==> src/rtl/gpc_mem_pkg.sv <==
// Shared definitions for the core-side memory initiators: the access FSM
// state encoding, the RAM window base and the window check.
package gpc_mem_pkg;

    localparam logic [15:0] RAM_BASE = 16'h8000;
    localparam logic [15:0] ADDR_TOP = 16'hFFFF;

    typedef enum logic [2:0] {
        IDLE,
        WR_LO,
        WR_HI,
        RD_LO,
        RD_HI,
        RD_CAP,
        RESP
    } mem_state_e;

    // True when the access lies entirely inside the RAM window. A 16-bit
    // access at the very top address would need a byte past 0xFFFF.
    function automatic logic in_ram_window(
        input logic [15:0] addr,
        input logic        wide,
        input logic [15:0] base = RAM_BASE
    );
        return (addr >= base) && !(wide && (addr == ADDR_TOP));
    endfunction

endpackage

==> src/rtl/ram_access_unit.sv <==
// Core-side initiator for the byte-wide RAM: accepts 8/16-bit loads and
// stores, splits 16-bit accesses into two little-endian byte accesses and
// hides the RAM's one-cycle read latency. Out-of-window requests fault
// without touching the RAM.
module ram_access_unit
    import gpc_mem_pkg::*;
#(
    parameter int          AddressSize = 15,
    parameter int          WordSize    = 8,
    parameter logic [15:0] RamBase     = RAM_BASE
) (
    input  logic                   CLK,
    input  logic                   RSTn,
    input  logic                   ReqValid,
    output logic                   ReqReady,
    input  logic                   ReqWrite,
    input  logic                   ReqWide,
    input  logic [15:0]            ReqAddr,
    input  logic [2*WordSize-1:0]  ReqWData,
    output logic                   RespValid,
    output logic [2*WordSize-1:0]  RespData,
    output logic                   RespFault,
    output logic [15:0]            RamAddressIN,
    output logic [WordSize-1:0]    RamDataIN,
    output logic                   RamWE,
    output logic [AddressSize-1:0] RamAddressOut,
    input  logic [WordSize-1:0]    RamDataOut
);

    mem_state_e                 state_q, state_d;
    logic [15:0]                addr_q, addr_d;
    logic [WordSize-1:0]        hi_q, hi_d;
    logic                       wide_q, wide_d;
    logic [WordSize-1:0]        cap_q, cap_d;
    logic                       ready_q, ready_d;
    logic                       resp_valid_q, resp_valid_d;
    logic                       resp_fault_q, resp_fault_d;
    logic [2*WordSize-1:0]      resp_data_q, resp_data_d;
    logic                       ram_we_q, ram_we_d;
    logic [15:0]                ram_addr_in_q, ram_addr_in_d;
    logic [WordSize-1:0]        ram_data_in_q, ram_data_in_d;
    logic [AddressSize-1:0]     ram_addr_out_q, ram_addr_out_d;
    logic [15:0]                addr_inc;

    // Address of the high byte; the window check rules out wrap-around.
    assign addr_inc = addr_q + 16'd1;

    // Next-state and next-output logic; every output is a flop loaded with
    // the value belonging to the state being entered.
    always_comb begin
        state_d        = state_q;
        addr_d         = addr_q;
        hi_d           = hi_q;
        wide_d         = wide_q;
        cap_d          = cap_q;
        ready_d        = 1'b0;
        resp_valid_d   = 1'b0;
        resp_fault_d   = 1'b0;
        resp_data_d    = '0;
        ram_we_d       = 1'b0;
        ram_addr_in_d  = ram_addr_in_q;
        ram_data_in_d  = ram_data_in_q;
        ram_addr_out_d = ram_addr_out_q;

        case (state_q)
            IDLE: begin
                ready_d = 1'b1;
                if (ReqValid && ready_q) begin
                    ready_d = 1'b0;
                    addr_d  = ReqAddr;
                    hi_d    = ReqWData[2*WordSize-1:WordSize];
                    wide_d  = ReqWide;
                    if (!in_ram_window(ReqAddr, ReqWide, RamBase)) begin
                        state_d      = RESP;
                        resp_valid_d = 1'b1;
                        resp_fault_d = 1'b1;
                    end else if (ReqWrite) begin
                        state_d       = WR_LO;
                        ram_we_d      = 1'b1;
                        ram_addr_in_d = ReqAddr;
                        ram_data_in_d = ReqWData[WordSize-1:0];
                    end else begin
                        state_d        = RD_LO;
                        ram_addr_out_d = ReqAddr[AddressSize-1:0];
                    end
                end
            end
            WR_LO: begin
                if (wide_q) begin
                    state_d       = WR_HI;
                    ram_we_d      = 1'b1;
                    ram_addr_in_d = addr_inc;
                    ram_data_in_d = hi_q;
                end else begin
                    state_d      = RESP;
                    resp_valid_d = 1'b1;
                end
            end
            WR_HI: begin
                state_d      = RESP;
                resp_valid_d = 1'b1;
            end
            RD_LO: begin
                if (wide_q) begin
                    state_d        = RD_HI;
                    ram_addr_out_d = addr_inc[AddressSize-1:0];
                end else begin
                    state_d = RD_CAP;
                end
            end
            RD_HI: begin
                // Low byte of the A read arrives while A+1 is being presented.
                cap_d   = RamDataOut;
                state_d = RD_CAP;
            end
            RD_CAP: begin
                state_d      = RESP;
                resp_valid_d = 1'b1;
                resp_data_d  = wide_q ? {RamDataOut, cap_q}
                                      : {{WordSize{1'b0}}, RamDataOut};
            end
            RESP: begin
                state_d = IDLE;
                ready_d = 1'b1;
            end
            default: begin
                state_d = IDLE;
                ready_d = 1'b1;
            end
        endcase
    end

    // State and output registers; reset drops the write strobe at once.
    always_ff @(posedge CLK or negedge RSTn) begin
        if (!RSTn) begin
            state_q        <= IDLE;
            addr_q         <= '0;
            hi_q           <= '0;
            wide_q         <= 1'b0;
            cap_q          <= '0;
            ready_q        <= 1'b1;
            resp_valid_q   <= 1'b0;
            resp_fault_q   <= 1'b0;
            resp_data_q    <= '0;
            ram_we_q       <= 1'b0;
            ram_addr_in_q  <= '0;
            ram_data_in_q  <= '0;
            ram_addr_out_q <= '0;
        end else begin
            state_q        <= state_d;
            addr_q         <= addr_d;
            hi_q           <= hi_d;
            wide_q         <= wide_d;
            cap_q          <= cap_d;
            ready_q        <= ready_d;
            resp_valid_q   <= resp_valid_d;
            resp_fault_q   <= resp_fault_d;
            resp_data_q    <= resp_data_d;
            ram_we_q       <= ram_we_d;
            ram_addr_in_q  <= ram_addr_in_d;
            ram_data_in_q  <= ram_data_in_d;
            ram_addr_out_q <= ram_addr_out_d;
        end
    end

    assign ReqReady      = ready_q;
    assign RespValid     = resp_valid_q;
    assign RespFault     = resp_fault_q;
    assign RespData      = resp_data_q;
    assign RamWE         = ram_we_q;
    assign RamAddressIN  = ram_addr_in_q;
    assign RamDataIN     = ram_data_in_q;
    assign RamAddressOut = ram_addr_out_q;

endmodule
==> config.mk <==
export PLATFORM = sky130hd
export DESIGN_NAME = ram_access_unit
export DESIGN_NICKNAME = d
export VERILOG_FILES = /design/src/rtl/gpc_mem_pkg.sv /design/src/rtl/ram_access_unit.sv
export SDC_FILE = /design/constraint.sdc
export NUM_CORES = 1
export LEC_CHECK = 0
export ABC_AREA = 1
export BUFFER_PORTS_ARGS = -buffer_cell sky130_fd_sc_hd__buf_2
export CAP_MARGIN = 20
export CORE_ASPECT_RATIO = 0.75
export CORE_MARGIN = 8
export CORE_UTILIZATION = 54
export DETAILED_ROUTE_END_ITERATION = 6
export PLACE_DENSITY = 0.8
export SLEW_MARGIN = 10
export SYNTH_ARGS = -nofsm -noshare
export SYNTH_HDL_FRONTEND = slang
export SYNTH_SLANG_ARGS = --single-unit
export TNS_END_PERCENT = 30
==> constraint.sdc <==
create_clock -name CLK -period 2.2 [get_ports CLK]
set_input_delay 0.22 -clock CLK [delete_from_list [all_inputs] [get_ports CLK]]
set_output_delay 0.22 -clock CLK [all_outputs]
set_load 0.1 [all_outputs]
# Word level (Yosys, flattened, before mapping)
# Cells that the tools add are included.
[word_totals]
in_bits = 45
ff_bits = 95
elab_cells = 74
output_inout_bits = 59
[classes]
n_mux = 35
eq_ne = 12
n_reduce_logical = 12
order_cmp = 1
addsub = 1
[ops]
columns = ["operator", "n"]
rows = [
  ["16-bit two-way mux", 6],
  ["15-bit two-way mux", 4],
  ["8-bit two-way mux", 4],
  ["16-bit one-hot mux with 2 select lines", 1],
  ["15-bit one-hot mux with 2 select lines", 1],
  ["16-bit by 1-bit adder with 16-bit output, second input constant", 1],
  ["16-bit == test, second input constant", 1],
  ["16-bit greater-or-equal comparator, second input constant", 1],
  ["8-bit one-hot mux with 2 select lines", 1],
  ["3-bit one-hot mux with 5 select lines", 1],
  ["2-bit != test, second input constant", 6],
  ["1-bit two-way mux", 10],
  ["5-bit AND reduction", 2],
  ["3-bit two-way mux", 3],
  ["3-bit by 2-bit == test with 1-bit output, second input constant", 2],
  ["3-bit == test, second input constant", 2],
  ["5-bit OR reduction", 1],
  ["1-bit one-hot mux with 2 select lines", 2],
  ["2-bit nonzero test", 2],
  ["3-bit by 1-bit == test with 1-bit output, second input constant", 1],
  ["1-bit logical AND", 3],
  ["3-bit logical NOT", 1],
  ["1-bit one-hot mux with 3 select lines", 1],
  ["2-bit two-way mux", 1],
  ["other kinds (3)", 3],
]

# Logic depth before layout (Yosys ltp)
# Gate-level depths: netlist of run 1.
[logic_depth]
depth_word = 7
mapped_depth = 11
ltp_nobuf = 10

# Worst setup path before layout of run 1
# Ideal clock, no wire load.
[synth_timing]
kind = "flip-flop to flip-flop"
startpoint = "register ready_q (netlist: ReqReady)"
endpoint = "register ram_addr_in_q[0] (netlist: RamAddressIN[0])"
slack_ns = 0.335
synth_period_minus_slack_ns = 1.865
t_required_ns = 2.078
arrival_ns = 1.743
setup_time_ns = 0.122
stages_incl_launch_ff = 11
path_buffers = 1
cell_sequence = "dfstp_2 nand2_1 inv_1 nand2_2 nor2_1 nand3_1 nand2_4 inv_2 buf_6 nand2_1 nand2_1"
[synth_between]
elab_chain_cells = 3
[synth_rtl]
columns = ["element", "line", "source"]
rows = [
  ["from (decl)", "ram_access_unit.sv:35", "logic ready_q, ready_d;"],
  ["from (signal assigned)", "ram_access_unit.sv:155", "ready_q <= ready_d;"],
  ["1-bit logical AND", "ram_access_unit.sv:68", "if (ReqValid && ready_q) begin"],
  ["2-bit != test (no source line)", "--", ""],
  ["5-bit AND reduction (no source line)", "--", ""],
  ["to (signal assigned)", "ram_access_unit.sv:160", "ram_addr_in_q <= ram_addr_in_d;"],
  ["to (decl)", "ram_access_unit.sv:40", "logic [15:0] ram_addr_in_q, ram_addr_in_d;"],
]
# No other way between the ends.
# A chain may end at the register's enable or synchronous reset.

# Worst setup path after layout of run 1
[layout_timing]
startpoint = "register state_q[1]"
endpoint = "register ram_addr_in_q[2] (netlist: RamAddressIN[2])"
[layout_between]
elab_chain_cells = 3
word_cells_on_any_way = 9
cone_classes = "eq/ne: 5; mux: 1; reduce/logical: 3"
[layout_rtl]
columns = ["element", "line", "source"]
rows = [
  ["from (decl)", "ram_access_unit.sv:30", "mem_state_e state_q, state_d;"],
  ["from (signal assigned)", "ram_access_unit.sv:150", "state_q <= state_d;"],
  ["3-bit by 1-bit == test with 1-bit output or 3-bit logical NOT (tied branches)", "ram_access_unit.sv:65", "case (state_q)"],
  ["2-bit != test (no source line) or 2-bit nonzero test (tied branches)", "--", ""],
  ["5-bit AND reduction (no source line)", "--", ""],
]
# Parallel ways exist; a longest one is shown, timed or not.

==> impl_metrics.ini, run 1 <==
[outcome]
status = finished, final reports clean

[setup_path]
start_kind = register
cp.arrival_ns = 2.21
cp_max_fo = 26
worstSetupStartpoint = state_q[1]
reg2reg_from = state_q[1]
end_kind = register
worstSetupPathType = register to register
cp_data_required_time_ns = 2.45

[routing]
vias_per_cell = 5.25
finalWirelength_mm = 12.1
vias = 4161
drc = 0
firstDrtPassIters = 5
drtIter0Drc = 400
wl_per_cell_um = 15.2
final_antenna_net_count = 0

[clock_tree]
cts.sinks = 95
clk_path_buf_depth = 2
cts_tree = built
clock-root-buffer = clkbuf_8
cts_inserted_buffers = 9
clkTransAtPathRegs_ns = 0.11
clock_latency_ns = 0.37
cts.htree.levels = 3

[cells_and_area]
layout-drive-gt1-share_pct = 20.6
fillers = 725
syn2layout_area_growth_pct = 18.2
antenna_cells = 0
final_nets = 725
utilization_pct = 64.5
final_area_um2 = 5330

[synth]
ys_ff_latch = 95
synth_area_leader_cell = dfrtp_1
syn_nets = 627
yosys-mux-area-fraction_pct = 0.499
yosysSeqAreaShare_pct = 52.7
synthTopCellsByArea = dfrtp_1, nand2_1, o21ai_0
synth_top_area_share_pct = 52.1
ys_types = 29
syn_area_um2 = 4510
avgSynthCellArea_um2 = 7.76
synth_top_family_by_area = simple AND/OR/NAND/NOR gates
synth_xor_area_share_pct = 0.583
syn_inst = 581
synthAdderAreaFrac_pct = 0.277
yosysWarnings = 0
synth_simple_gate_area_share_pct = 30.7
synth_compound_area_share_pct = 8.54

[min_path]
hold_class = primary input to register
min_from = RamDataOut[4]

[timing]
max_freq_mhz = 510
fin_crit_ns = 1.96
hold_viol_final = 0
clock_skew_ns = 0.0126
setup_tns_ns = 0
drv_slew = 0
finalSetupViolCount = 0
rsz0062_at_grt = false
tightest_slew_ns = 0.821
max_slew_margin_pct = 45.2
fin_crit_sh_pct = 89.2

[global_route]
first_global_vias = 3945
grt_max_degree = 71
antenna_found_initial = 0
overflow = 0
grt_usage_pct = 21.4
grt_pass1_wl_mm = 19.7

[die]
core-area_um2 = 8270
die_area_um2 = 11600
die_h_um = 95.2
row_count = 29
ios = 104
fp.dieW_um = 122
start_util_pct = 54.5

[placement]
place_congestion = 0.917
place_hpwl_mm = 8.79
place.port_buffers = 103
postPlaceCellArea_um2 = 5080

[run]
drv_cap = 0
## area by class of cell
class                      count  area (µm²)  area share, %
sequential                    95        2380           44.6
multi-input combinational    418        1840           34.5
timing repair buffer         108         571           10.7
inverter                      47         178           3.33
tap                          108         135           2.53
clock buffer                   9         124           2.32
clock inverter                 7         109           2.04
## critical path: stages, from the launching register on
cell and delay (ns):
dfrtp_1 0.44, clkinv_2 0.13, nand2_1 0.11, nor2_4 0.20, nand2_2 0.07, nor2_1 0.09, nand3_1 0.18, nand2_8 0.22
inv_2 0.20, nand2_1 0.11, nand2_1 0.07
## timing repair
item / CTS / global route
hold buffers: 1 / 0
endpoints found under the hold margin: 25 / 0
setup endpoints to repair: 0 / 2
resized for setup: 0 / 1
setup buffers: 0 / 0
## registers in the layout (all words and copies together) (netlist names)
| name | cells |
|---|---|
| RamAddressIN | 16 |
| RamAddressOut | 15 |
| RamDataIN | 8 |
| RamWE | 1 |
| ReqReady | 1 |
| RespData | 16 |
| RespFault | 1 |
| RespValid | 1 |
| addr_q | 16 |
| cap_q | 8 |
| hi_q | 8 |
| state_q | 3 |
| wide_q | 1 |
## Yosys cell counts
| master | n |
|---|---|
| a21oi_1 | 26 |
| a21oi_4 | 1 |
| a31oi_1 | 1 |
| buf_2 | 4 |
| buf_4 | 3 |
| buf_6 | 4 |
| clkbuf_1 | 10 |
| clkinv_2 | 1 |
| dfrtp_1 | 94 |
| dfstp_2 | 1 |
| ha_1 | 1 |
| inv_1 | 43 |
| inv_2 | 3 |
| mux2_2 | 2 |
| nand2_1 | 242 |
| nand2_2 | 3 |
| nand2_4 | 1 |
| nand3_1 | 31 |
| nand3_2 | 1 |
| nand3b_1 | 2 |
| nand4_1 | 6 |
| nor2_1 | 47 |
| nor2_4 | 1 |
| nor2_8 | 1 |
| o21ai_0 | 44 |
| o21ai_1 | 1 |
| o21bai_1 | 1 |
| or2_2 | 3 |
| xor2_1 | 3 |
## metrics by stage
| stage | worst slack (ns) | instances | hold WS, ns |
|---|---|---|---|
| global placement | 0.361 | 775 | 0.148 |
| CTS | 0.221 | 792 | 0.0664 |
| global route | 0.0532 | 792 | 0.0633 |
| floorplan | 0.335 | 581 | -0.0756 |
| finish | 0.238 | 792 | 0.0863 |
| detailed placement | 0.276 | 775 | 0.151 |
## placed cells by master (no fill, tap or decap), types with 3 or more instances in the layout
cell type	n
xor2_1	3
nor2_1	47
nand4_1	6
a21oi_1	26
or2_2	3
inv_1	43
inv_2	3
dfrtp_1	94
nand2_2	3
clkbuf_8	9
inv_6	3
nand2_1	242
nand3_1	31
o21ai_0	44
buf_2	102
buf_4	4
## per-layer routing
| layer | track usage (%) | wire length (µm) | vias up |
|---|---|---|---|
| li1 | - | - | 2009 |
| met3 | 6.33 | 1340 | 9 |
| met4 | 4.91 | 70 | 0 |
| met2 | 30.9 | 5140 | 201 |
| met5 | 0 | 0 | - |
| met1 | 30.9 | 5520 | 1942 |
## kinds of logic (layout without fill, tap and decap cells)
| kind of cell | Yosys count | count (layout) |
|---|---|---|
| buffers and inverters | 68 | 171 |
| multiplexers | 2 | 2 |
| flip-flops | 95 | 95 |
| adder cells (fa/ha/maj) | 1 | 1 |
| AND/OR/NAND/NOR | 338 | 338 |
| AO/OA/AOI/OAI | 74 | 74 |
| XOR/XNOR | 3 | 3 |
## path summary, 6_finish.rpt
path | endpoint | slack (ns) | cells after the start
setup / recovery | RamAddressIN[2] | 0.24 | 10
hold / removal | RespData[12] | 0.09 | 3
setup reg to reg | RamAddressIN[2] | 0.24 | 10
hold reg to reg | RamAddressIN[11] | 0.48 | 2
max in group asynchronous | ReqReady | 1.21 | 3
min in group asynchronous | RamDataIN[3] | 0.29 | 2
Power of run 1 is not shown: default switching activity piles up to over one toggle a cycle in this logic, so the estimate is an artifact.
==> run 2: changes to the inputs <==
--- a/config.mk
+++ b/config.mk
@@ -10,9 +10,9 @@
 export CAP_MARGIN = 20
 export CORE_ASPECT_RATIO = 0.75
 export CORE_MARGIN = 8
-export CORE_UTILIZATION = 54
+export CORE_UTILIZATION = 45
 export DETAILED_ROUTE_END_ITERATION = 6
-export PLACE_DENSITY = 0.8
+export PLACE_DENSITY = 0.69
 export SLEW_MARGIN = 10
 export SYNTH_ARGS = -nofsm -noshare
 export SYNTH_HDL_FRONTEND = slang
==> impl_metrics.ini, run 2 (synthesis gave the netlist of run 1 again) <==
[setup_path]
cp.arrival_ns = 2.20
r2r_slack_ns = 0.28
worstSetupPathType = register to register
cp_data_required_time_ns = 2.48
crit_chain = inv_2, nand2_2, nor2_8, inv_2, nand2_1, nand3_2, a21oi_4, nand2_1, nand2_1
cp_max_fo = 18
end_kind = register
slowest_delay_ns = 0.43
start_kind = register
ff2ff_path_depth = 9
r2r-end = RamAddressOut[5]
crit_path_frequent_cell = nand2_1
reg2reg_from = state_q[2]
cp_slowest_cell = dfrtp_1

[timing]
finalSetupViolCount = 0
hold_viol_final = 0
setup_tns_ns = 0
fin_crit_ns = 1.92
tightest_slew_ns = 0.508
rsz0062_at_grt = false
drv_slew = 0
max_freq_mhz = 522
fin_crit_sh_pct = 87.1
clock_skew_ns = 0.00747
max_slew_margin_pct = 66.0

[routing]
firstDrtPassIters = 5
vias_per_cell = 4.92
drc = 0
vias = 4033
drtIter0Drc = 301
finalWirelength_mm = 12.4
wl_per_cell_um = 15.1
final_antenna_net_count = 0

[clock_tree]
cts_tree = built
cts_inserted_buffers = 9
cts.sinks = 95
clock-root-buffer = clkbuf_16
cts.htree.levels = 3
clkTransAtPathRegs_ns = 0.07
clock_latency_ns = 0.35
clk_path_buf_depth = 2

[die]
start_util_pct = 46.5
ios = 104
core-area_um2 = 9700
die_h_um = 103
die_area_um2 = 13500
fp.dieW_um = 132
row_count = 31

[global_route]
antenna_found_initial = 0
grt_pass1_wl_mm = 20.6
grt_max_degree = 49
overflow = 0
first_global_vias = 4018
grt_usage_pct = 19.1

[cells_and_area]
fillers = 949
mostFrequentLayoutCell = nand2_1
antenna_cells = 0
syn2layout_area_growth_pct = 20.2
layout_common_cells = nand2_1, buf_2, dfrtp_1, nor2_1, o21ai_0
final_nets = 729
layout-drive-gt1-share_pct = 21.1
utilization_pct = 55.9

[min_path]
hold_class = primary input to register
min_from = RamDataOut[4]
hold_end = RespData[12]
holdPathStages = 3

[outcome]
status = finished, final reports clean

[placement]
place_hpwl_mm = 9.44
place_congestion = 0.923
place.port_buffers = 103

[run]
drv_cap = 0
[run 2: per-layer routing]
layer	vias up	track usage, %	wire length [µm]
met3	14	6.23	1110
met5	-	0	0
met4	0	5.28	134
met1	1855	26.5	6120
li1	2015	-	-
met2	149	28.2	5040
[run 2: worst max path at each step]
stage                    start               end
floorplan             ReqReady   RamAddressIN[0]
finish              state_q[2]  RamAddressOut[5]
global route        state_q[0]  RamAddressOut[5]
detailed placement  state_q[2]  RamAddressOut[5]
global placement    state_q[0]  RamAddressOut[2]
CTS                 state_q[0]  RamAddressOut[5]
[run 2: timing repair]
item	4_1_cts	5_1_grt
gates resized for setup	0	0
setup buffers	0	0
hold buffers	1	0
endpoints found under the hold margin	33	0
[run 2: worst max-delay path, delay by kind of cell (launching register included)]
family                 cells  cell delay [ns]
AO/OA/AOI/OAI              1             0.33
flip-flops                 1             0.43
AND/OR/NAND/NOR            6             0.79
buffers and inverters      2             0.30
[run 2: final cells by class]
class / instances / area, µm² / area share (%)
Inverter: 47 / 178 / 3.28
Clock inverter: 7 / 46.3 / 0.854
Tap cell: 132 / 165 / 3.05
Multi-Input combinational cell: 418 / 1830 / 33.7
Clock buffer: 9 / 225 / 4.15
Sequential cell: 95 / 2380 / 43.9
Timing Repair Buffer: 112 / 601 / 11.1
[run 2: metrics by stage]
step                area [µm²]  setup WS (ns)  instances  hold slack, ns
finish                    5420          0.284        820           0.110
global route              5420          0.110        820           0.105
CTS                       5420          0.318        820           0.102
detailed placement        5140          0.339        803           0.210
global placement          5140          0.397        803           0.206
floorplan                 4510          0.335        581         -0.0756
Power of run 2 is left out for the same reason.
